## src/rtl/morse_pkg.sv

```systemverilog
// morse_pkg: shared types and defaults for the morse game round controller.
//   state_e     - 3-bit FSM state encoding (START, P1, P2, RESULT, OVER)
//   DEF_*       - default parameter values for morse_round_ctrl
//   KEY_IDLE    - level of a released active-low key
package morse_pkg;

  localparam int unsigned DEF_ADDR_W  = 4;
  localparam int unsigned DEF_ROUNDS  = 3;
  localparam int unsigned DEF_SCORE_W = 4;
  localparam int unsigned STATE_W     = 3;

  localparam logic KEY_IDLE = 1'b1;

  typedef enum logic [STATE_W-1:0] {
    ST_START  = 3'd0,
    ST_P1     = 3'd1,
    ST_P2     = 3'd2,
    ST_RESULT = 3'd3,
    ST_OVER   = 3'd4
  } state_e;

endpackage

```

## src/rtl/morse_round_ctrl_key_edge.sv

```systemverilog
// key_edge: registered press detector for an active-low level key.
// A press is a released->pressed transition between the previous sample and
// the current one; a held key yields a single one-cycle press pulse.
//   clock_1hz  in   game clock
//   resetn     in   synchronous active-low reset (key returns to idle)
//   key_n_i    in   raw active-low key level
//   press_o    out  registered one-cycle press pulse
module key_edge
  import morse_pkg::*;
(
  input  logic clock_1hz,
  input  logic resetn,
  input  logic key_n_i,
  output logic press_o
);

  logic key_q;
  logic press_q;

  // Previous key level and press pulse
  always_ff @(posedge clock_1hz) begin
    if (!resetn) begin
      key_q   <= KEY_IDLE;
      press_q <= 1'b0;
    end else begin
      key_q   <= key_n_i;
      press_q <= key_q & ~key_n_i;
    end
  end

  assign press_o = press_q;

endmodule

```

## src/rtl/morse_round_ctrl.sv

```systemverilog
// morse_round_ctrl: multi-round controller for the two-player morse game.
// Owns the message RAM address/strobes and the player turn enables, counts
// P2 mismatches per round and keeps a running score over ROUNDS rounds.
//
// Optional build macro: MORSE_AUTO_ADVANCE_EN - when defined, P2 moves to
// RESULT on its own the cycle after it has read the whole message.
//
//   clock_1hz    in   game clock
//   resetn       in   synchronous active-low reset
//   done_n       in   done key, active-low level
//   next_n       in   next key, active-low level
//   p2_correct   in   current P2 symbol matches the stored symbol
//   p2_complete  in   P2 finished the whole code correctly
//   state        out  current FSM state (morse_pkg::state_e encoding)
//   ram_addr     out  message RAM address
//   ram_en       out  one-cycle RAM access strobe
//   ram_wren     out  RAM write enable (P1 writes only)
//   p1_active    out  player-1 turn enable
//   p2_active    out  player-2 turn enable
//   msg_len      out  symbols written by P1 this round
//   p2_idx       out  symbols read by P2 this round
//   mismatch     out  saturating mismatch count this round
//   round        out  completed rounds
//   score        out  saturating count of rounds won
//   full         out  msg_len equals RAM depth
//   game_over    out  high in OVER
module morse_round_ctrl
  import morse_pkg::*;
#(
  parameter  int unsigned ADDR_W  = DEF_ADDR_W,
  parameter  int unsigned ROUNDS  = DEF_ROUNDS,
  parameter  int unsigned SCORE_W = DEF_SCORE_W,
  localparam int unsigned LEN_W   = ADDR_W + 1,
  localparam int unsigned RND_W   = $clog2(ROUNDS + 1)
) (
  input  logic               clock_1hz,
  input  logic               resetn,
  input  logic               done_n,
  input  logic               next_n,
  input  logic               p2_correct,
  input  logic               p2_complete,
  output logic [STATE_W-1:0] state,
  output logic [ADDR_W-1:0]  ram_addr,
  output logic               ram_en,
  output logic               ram_wren,
  output logic               p1_active,
  output logic               p2_active,
  output logic [LEN_W-1:0]   msg_len,
  output logic [LEN_W-1:0]   p2_idx,
  output logic [SCORE_W-1:0] mismatch,
  output logic [RND_W-1:0]   round,
  output logic [SCORE_W-1:0] score,
  output logic               full,
  output logic               game_over
);

  localparam int unsigned        DEPTH    = 1 << ADDR_W;
  localparam logic [LEN_W-1:0]   DEPTH_L  = LEN_W'(DEPTH);
  localparam logic [RND_W-1:0]   ROUNDS_L = RND_W'(ROUNDS);
  localparam logic [SCORE_W-1:0] SAT      = {SCORE_W{1'b1}};

  state_e               state_q, state_d;
  logic [LEN_W-1:0]     msg_len_q, msg_len_d;
  logic [LEN_W-1:0]     p2_idx_q, p2_idx_d;
  logic [SCORE_W-1:0]   mismatch_q, mismatch_d;
  logic [RND_W-1:0]     round_q, round_d;
  logic [SCORE_W-1:0]   score_q, score_d;
  logic [ADDR_W-1:0]    ram_addr_q, ram_addr_d;
  logic                 ram_en_q, ram_en_d;
  logic                 ram_wren_q, ram_wren_d;
  logic                 full_q, full_d;
  logic                 p1_act_q, p1_act_d;
  logic                 p2_act_q, p2_act_d;
  logic                 over_q, over_d;
  logic                 entry_q, entry_d;

  logic                 done_p;
  logic                 next_p;
  logic                 next_acc;
  logic                 auto_exit;
  logic                 round_win;
  logic [RND_W-1:0]     round_eff;

  key_edge u_done_edge (
    .clock_1hz (clock_1hz),
    .resetn    (resetn),
    .key_n_i   (done_n),
    .press_o   (done_p)
  );

  key_edge u_next_edge (
    .clock_1hz (clock_1hz),
    .resetn    (resetn),
    .key_n_i   (next_n),
    .press_o   (next_p)
  );

  // A simultaneous done press swallows the next press
  assign next_acc = next_p & ~done_p;

`ifdef MORSE_AUTO_ADVANCE_EN
  assign auto_exit = (p2_idx_q == msg_len_q);
`else
  assign auto_exit = 1'b0;
`endif

  assign round_win = (mismatch_q == '0) && p2_complete && (p2_idx_q == msg_len_q);

  // Round count as it stands after this cycle; lets a done press in the
  // RESULT entry cycle see the freshly completed round
  assign round_eff = entry_q ? RND_W'(round_q + RND_W'(1)) : round_q;

  // State register
  always_ff @(posedge clock_1hz) begin
    if (!resetn) begin
      state_q <= ST_START;
    end else begin
      state_q <= state_d;
    end
  end

  // Next-state logic
  always_comb begin
    state_d = state_q;
    case (state_q)
      ST_START:  if (done_p) state_d = ST_P1;
      ST_P1:     if (done_p && (msg_len_q != '0)) state_d = ST_P2;
      ST_P2:     if (done_p || auto_exit) state_d = ST_RESULT;
      ST_RESULT: if (done_p) state_d = (round_eff == ROUNDS_L) ? ST_OVER : ST_P1;
      ST_OVER:   if (done_p) state_d = ST_START;
      default:   state_d = ST_START;
    endcase
  end

  // Datapath and output next values
  always_comb begin
    msg_len_d  = msg_len_q;
    p2_idx_d   = p2_idx_q;
    mismatch_d = mismatch_q;
    round_d    = round_q;
    score_d    = score_q;
    ram_addr_d = ram_addr_q;
    ram_en_d   = 1'b0;
    ram_wren_d = 1'b0;
    entry_d    = (state_d == ST_RESULT) && (state_q != ST_RESULT);

    case (state_q)
      ST_START: begin
        msg_len_d  = '0;
        p2_idx_d   = '0;
        mismatch_d = '0;
      end
      ST_P1: begin
        if (next_acc && !full_q) begin
          ram_en_d   = 1'b1;
          ram_wren_d = 1'b1;
          ram_addr_d = msg_len_q[ADDR_W-1:0];
          msg_len_d  = msg_len_q + LEN_W'(1);
        end
      end
      ST_P2: begin
        if (next_acc && (p2_idx_q < msg_len_q)) begin
          ram_en_d   = 1'b1;
          ram_addr_d = p2_idx_q[ADDR_W-1:0];
          p2_idx_d   = p2_idx_q + LEN_W'(1);
          if (!p2_correct && (mismatch_q != SAT)) begin
            mismatch_d = mismatch_q + SCORE_W'(1);
          end
        end
      end
      ST_RESULT: begin
        // Score the round once, on the cycle after entry
        if (entry_q) begin
          round_d = round_eff;
          if (round_win && (score_q != SAT)) begin
            score_d = score_q + SCORE_W'(1);
          end
        end
        if (state_d == ST_P1) begin
          msg_len_d  = '0;
          p2_idx_d   = '0;
          mismatch_d = '0;
        end
      end
      ST_OVER: begin
        if (done_p) begin
          score_d    = '0;
          round_d    = '0;
          msg_len_d  = '0;
          p2_idx_d   = '0;
          mismatch_d = '0;
        end
      end
      default: ;
    endcase

    full_d   = (msg_len_d == DEPTH_L);
    p1_act_d = (state_d == ST_P1);
    p2_act_d = (state_d == ST_P2);
    over_d   = (state_d == ST_OVER);
  end

  // Datapath and output registers
  always_ff @(posedge clock_1hz) begin
    if (!resetn) begin
      msg_len_q  <= '0;
      p2_idx_q   <= '0;
      mismatch_q <= '0;
      round_q    <= '0;
      score_q    <= '0;
      ram_addr_q <= '0;
      ram_en_q   <= 1'b0;
      ram_wren_q <= 1'b0;
      full_q     <= 1'b0;
      p1_act_q   <= 1'b0;
      p2_act_q   <= 1'b0;
      over_q     <= 1'b0;
      entry_q    <= 1'b0;
    end else begin
      msg_len_q  <= msg_len_d;
      p2_idx_q   <= p2_idx_d;
      mismatch_q <= mismatch_d;
      round_q    <= round_d;
      score_q    <= score_d;
      ram_addr_q <= ram_addr_d;
      ram_en_q   <= ram_en_d;
      ram_wren_q <= ram_wren_d;
      full_q     <= full_d;
      p1_act_q   <= p1_act_d;
      p2_act_q   <= p2_act_d;
      over_q     <= over_d;
      entry_q    <= entry_d;
    end
  end

  assign state     = state_q;
  assign msg_len   = msg_len_q;
  assign p2_idx    = p2_idx_q;
  assign mismatch  = mismatch_q;
  assign round     = round_q;
  assign score     = score_q;
  assign ram_addr  = ram_addr_q;
  assign ram_en    = ram_en_q;
  assign ram_wren  = ram_wren_q;
  assign full      = full_q;
  assign p1_active = p1_act_q;
  assign p2_active = p2_act_q;
  assign game_over = over_q;

endmodule

```

## config.mk

```make
export PLATFORM = sky130hd
export DESIGN_NAME = morse_round_ctrl
export DESIGN_NICKNAME = d
export VERILOG_FILES = /design/src/rtl/morse_pkg.sv /design/src/rtl/morse_round_ctrl_key_edge.sv /design/src/rtl/morse_round_ctrl.sv
export SDC_FILE = /design/constraint.sdc
export NUM_CORES = 1
export LEC_CHECK = 0
export BUFFER_PORTS_ARGS = -buffer_cell sky130_fd_sc_hd__buf_2
export CORE_ASPECT_RATIO = 0.9
export CORE_MARGIN = 2
export CORE_UTILIZATION = 46
export CTS_CLUSTER_SIZE = 28
export DETAILED_ROUTE_END_ITERATION = 10
export GPL_ROUTABILITY_DRIVEN = 1
export GPL_TIMING_DRIVEN = 0
export PLACE_DENSITY = 0.68
export SETUP_SLACK_MARGIN = 0.2
export SYNTH_ARGS = -nofsm -noshare
export SYNTH_HDL_FRONTEND = slang
export SYNTH_HIERARCHICAL = 1
export SYNTH_SLANG_ARGS = --single-unit
```

## constraint.sdc

```tcl
create_clock -name clock_1hz -period 4.95 [get_ports clock_1hz]
set_input_delay 0.495 -clock clock_1hz [delete_from_list [all_inputs] [get_ports clock_1hz]]
set_output_delay 0.495 -clock clock_1hz [all_outputs]
set_load 0.02 [all_outputs]
```

==> impl_metrics.csv <==
group,metric,value,unit
sta,min_period,2.436,ns
sta,skew,0.002392,ns
finish,syn_to_final_growth,18.17,%
clocking,cts.path.max_buffers,2,
floorplan,fp.dieH,67.48,um
finish,fill_cells,442,
logic_synthesis,yosysSeqAreaShare,36.94,%
logic_synthesis,synth_ff_type,"dfxtp_1",
worst_setup_path,r2r.worst_path.cells,7,
drt,viasPerCell,5.532,
logic_synthesis,synth.avg_cell_area,8.653,sq um
grt,top_usage_layer,"met2",
pwr,power_density,250.4,nW/um^2
floorplan,start_util,47.08,%
clocking,cts_root_buf,"clkbuf_8",
worst_setup_path,cp-start-kind,"flip-flop",
floorplan,core-area,4374,sq um
placed_design,dp_hpwl,3683,um
sta,max_slew_margin,51.52,%
finish,nets,300,
grt,antenna_found_initial,0,
worst_setup_path,endpoint_kind,"flip-flop",
drt,drcViolationCount,0,
grt,met2_usage,32.74,%
floorplan,dieArea,5029,sq um
clocking,cts.sink_count,38,
sta,rsz0062_at_grt,"no",
logic_synthesis,synthArstFlopShare,0,%
finish,stdcell_count,346,
clocking,clock_latency,0.28,ns
floorplan,ios,39,
worst_setup_path,r2r_slack,2.51,ns
worst_setup_path,crit_arrival,2.65,ns
clocking,clk_pin_slew,0.07,ns
worst_setup_path,path_cells,"inv_1 > ha_1 > nand2b_1 > a21oi_1 > or4_4 > o31ai_4 > mux2i_1",
logic_synthesis,yosysWarnings,6,
pwr,switching_share,22.10,%
worst_setup_path,slowest_stage,"or4_4",
drt,drt-initial-drc-count,135,
grt,gr-total-overflow,0,
grt,grt_pass1_wl,7810,um
logic_synthesis,synth_cell_type_count,55,
pwr,vdd_ir_drop_max,119.2,uV
sta,setup_viol,0,
pwr,pwr-share-clk,42.2,%
status,outcome,"finished clean",
worst_setup_path,required,5.17,ns
pwr,power.total,609.3,uW
hold_path,min_path_type,"in -> reg",
logic_synthesis,synth-edff-count,0,
grt,grt.met1_usage,27.57,%
drt,vias,1914,
pwr,p_switching,134.7,uW
pwr,power.internal,474.7,uW
logic_synthesis,synth_area,2059,sq um
floorplan,std_cell_rows,23,
floorplan,die_w,74.53,um
pwr,combPwrFrac,6.7,%
finish,antenna_cells,0,
clocking,h-tree-depth,2,
drt,dr.pass1.iters,4,
grt,grt_usage,20.55,%
clocking,cts_hold_buf,0,
clocking,post_cts_resized,0,
worst_setup_path,worstPathMaxFanout,9,
hold_path,hold_depth,2,
drt,wirelength,4916,um
sta,drv_slew,0,
grt,use_met3,5.224,%
finish,drive_above_1_share,22.18,%
job,cap_violations,0,
placed_design,dp_cells,338,
placed_design,placement.io_buffers,38,
grt,grt_pass1_vias,1655,
sta,clock.fmax,0.4104,GHz
clocking,numCtsBuffers,5,
grt,grt_max_degree,12,
clocking,post_cts_buffers,0,
sta,hold_viol_final,0,
drt,wire_per_inst,14.21,um
pwr,leakagePower,0.001064,uW
logic_synthesis,ys_ff_latch,38,
sta,tightest_slew,0.7272,ns
pwr,power.share.sequential,51.1,%
sta,fin_tns_setup,0,ns
logic_synthesis,syn-num-nets,255,
drt,ant_nets,0,
worst_setup_path,max_stage_delay,0.59,ns
clocking,cts_tree,"yes",
placed_design,place_congestion,0.8541,
logic_synthesis,syn_inst,238,
worst_setup_path,critPathKind,"reg -> reg",
sta,period_share,49.22,%
synthesized netlist by cell type, types with 2 or more instances:
master	number	area share (%)
and2_1	10	3.0
o211a_1	3	1.5
a21boi_0	3	1.1
nand3b_1	4	1.5
o21ai_0	11	2.7
nand2_1	20	3.6
dfxtp_1	38	37
o21a_1	2	0.73
nor2b_1	2	0.61
and3_1	5	1.5
ha_1	11	6.7
nand4b_1	2	0.85
and3b_1	3	1.3
mux2i_1	4	1.9
nor3b_2	2	1.2
clkbuf_1	4	0.73
a21oi_1	10	2.4
buf_2	3	0.73
nand3_1	14	3.4
inv_1	14	2.6
nand2b_1	5	1.5
xnor2_1	4	1.7
buf_4	2	0.73
nor2_1	17	3.1
o32ai_1	2	0.85
a31oi_1	2	0.61
nand4_1	7	2.1
nor3_1	6	1.5
a21boi_1	2	0.73
state kept, by name, indices dropped and copies added, names as in the netlist, 2 cells and up:
name / cells
round: 2
score: 4
state: 3
p2_idx: 5
ram_addr: 4
mismatch: 4
msg_len: 5
power by group through the flow:
stage               sequential [uW]  clock [uW]  combinational [uW]
detailed placement              318           0                41.1
global placement                318           0                40.8
floorplan                       320           0                25.6
CTS                             311         265                41.2
global route                    312         273                45.2
finish                          311         257                41.1
final timing paths:
path | start | to
setup reg to reg | msg_len[1]$_SDFF_PN0_ | mismatch[1]$_SDFFE_PN0P_
hold / removal | done_n | u_done_edge/key_q$_SDFF_PN1_
hold reg to reg | ram_addr[0]$_SDFFE_PN0P_ | ram_addr[0]$_SDFFE_PN0P_
setup / recovery | msg_len[1]$_SDFF_PN0_ | mismatch[1]$_SDFFE_PN0P_
stage by stage:
step,cell area (sq um),hold slack (ns),utilization [%],setup WS (ns)
final,2434,0.4032,55.64,2.514
after global routing,2434,0.4038,55.64,2.373
after CTS,2434,0.4077,55.64,2.520
after detailed placement,2327,0.4536,53.20,2.531
after global placement,2327,0.4529,53.20,2.547
after floorplan,2059,0.4480,-,2.744
logic make-up (layout without fill, tap and decap cells):
group	Yosys count	after routing	share of synthesized area [%]
AND/OR/NAND/NOR	109	109	30.50
XOR/XNOR	5	5	2.126
AO/OA/AOI/OAI	48	48	17.07
buffers and inverters	23	69	4.738
multiplexers	4	4	1.944
adder cells (fa/ha/maj)	11	11	6.683
flip-flops	38	38	36.94
critical path, delay by kind of cell (launching register included):
kind | cells | cell delay (ns)
AND/OR/NAND/NOR | 2 | 0.67
flip-flops | 1 | 0.51
multiplexers | 1 | 0.22
AO/OA/AOI/OAI | 2 | 0.53
buffers and inverters | 1 | 0.12
adder cells (fa/ha/maj) | 1 | 0.33
cell type report:
| cell class | instances | area [sq um] | area share (%) |
|---|---|---|---|
| Inverter | 14 | 52.55 | 2.159 |
| Tap cell | 62 | 77.57 | 3.188 |
| Sequential cell | 38 | 760.7 | 31.26 |
| Multi-Input combinational cell | 177 | 1201 | 49.36 |
| Clock inverter | 1 | 30.03 | 1.234 |
| Buffer | 9 | 45.04 | 1.851 |
| Timing Repair Buffer | 38 | 190.2 | 7.815 |
| Clock buffer | 7 | 76.32 | 3.136 |
layer usage:
layer | vias up | part of all wire, %
met1 | 918 | 48
li1 | 946 | -
met2 | 43 | 46
met4 | 0 | 1.1
met3 | 7 | 5.4
met5 | - | 0
cells in the final DEF, fill, tap and decap left out, drive strengths merged, types with 2 or more instances in the layout:
| cell | Yosys | routed |
|---|---|---|
| nor4 | 2 | 2 |
| nor3b | 3 | 3 |
| nand4 | 7 | 7 |
| nor2b | 2 | 2 |
| and3 | 5 | 5 |
| nor3 | 6 | 6 |
| o211a | 3 | 3 |
| a211oi | 2 | 2 |
| nand3 | 14 | 14 |
| mux2i | 4 | 4 |
| nand2b | 5 | 5 |
| nor2 | 18 | 18 |
| and2 | 10 | 10 |
| a21boi | 5 | 5 |
| buf | 5 | 43 |
| clkbuf | 4 | 11 |
| a21oi | 10 | 10 |
| o21a | 2 | 2 |
| inv | 14 | 14 |
| o31ai | 2 | 2 |
| dfxtp | 38 | 38 |
| nand2 | 21 | 21 |
| and3b | 3 | 3 |
| nand3b | 4 | 4 |
| o21ai | 12 | 12 |
| ha | 11 | 11 |
| xnor2 | 4 | 4 |
| nand4b | 2 | 2 |
| a31oi | 2 | 2 |
| o32ai | 2 | 2 |
| or3b | 2 | 2 |
(Power assumes the default switching activity.)
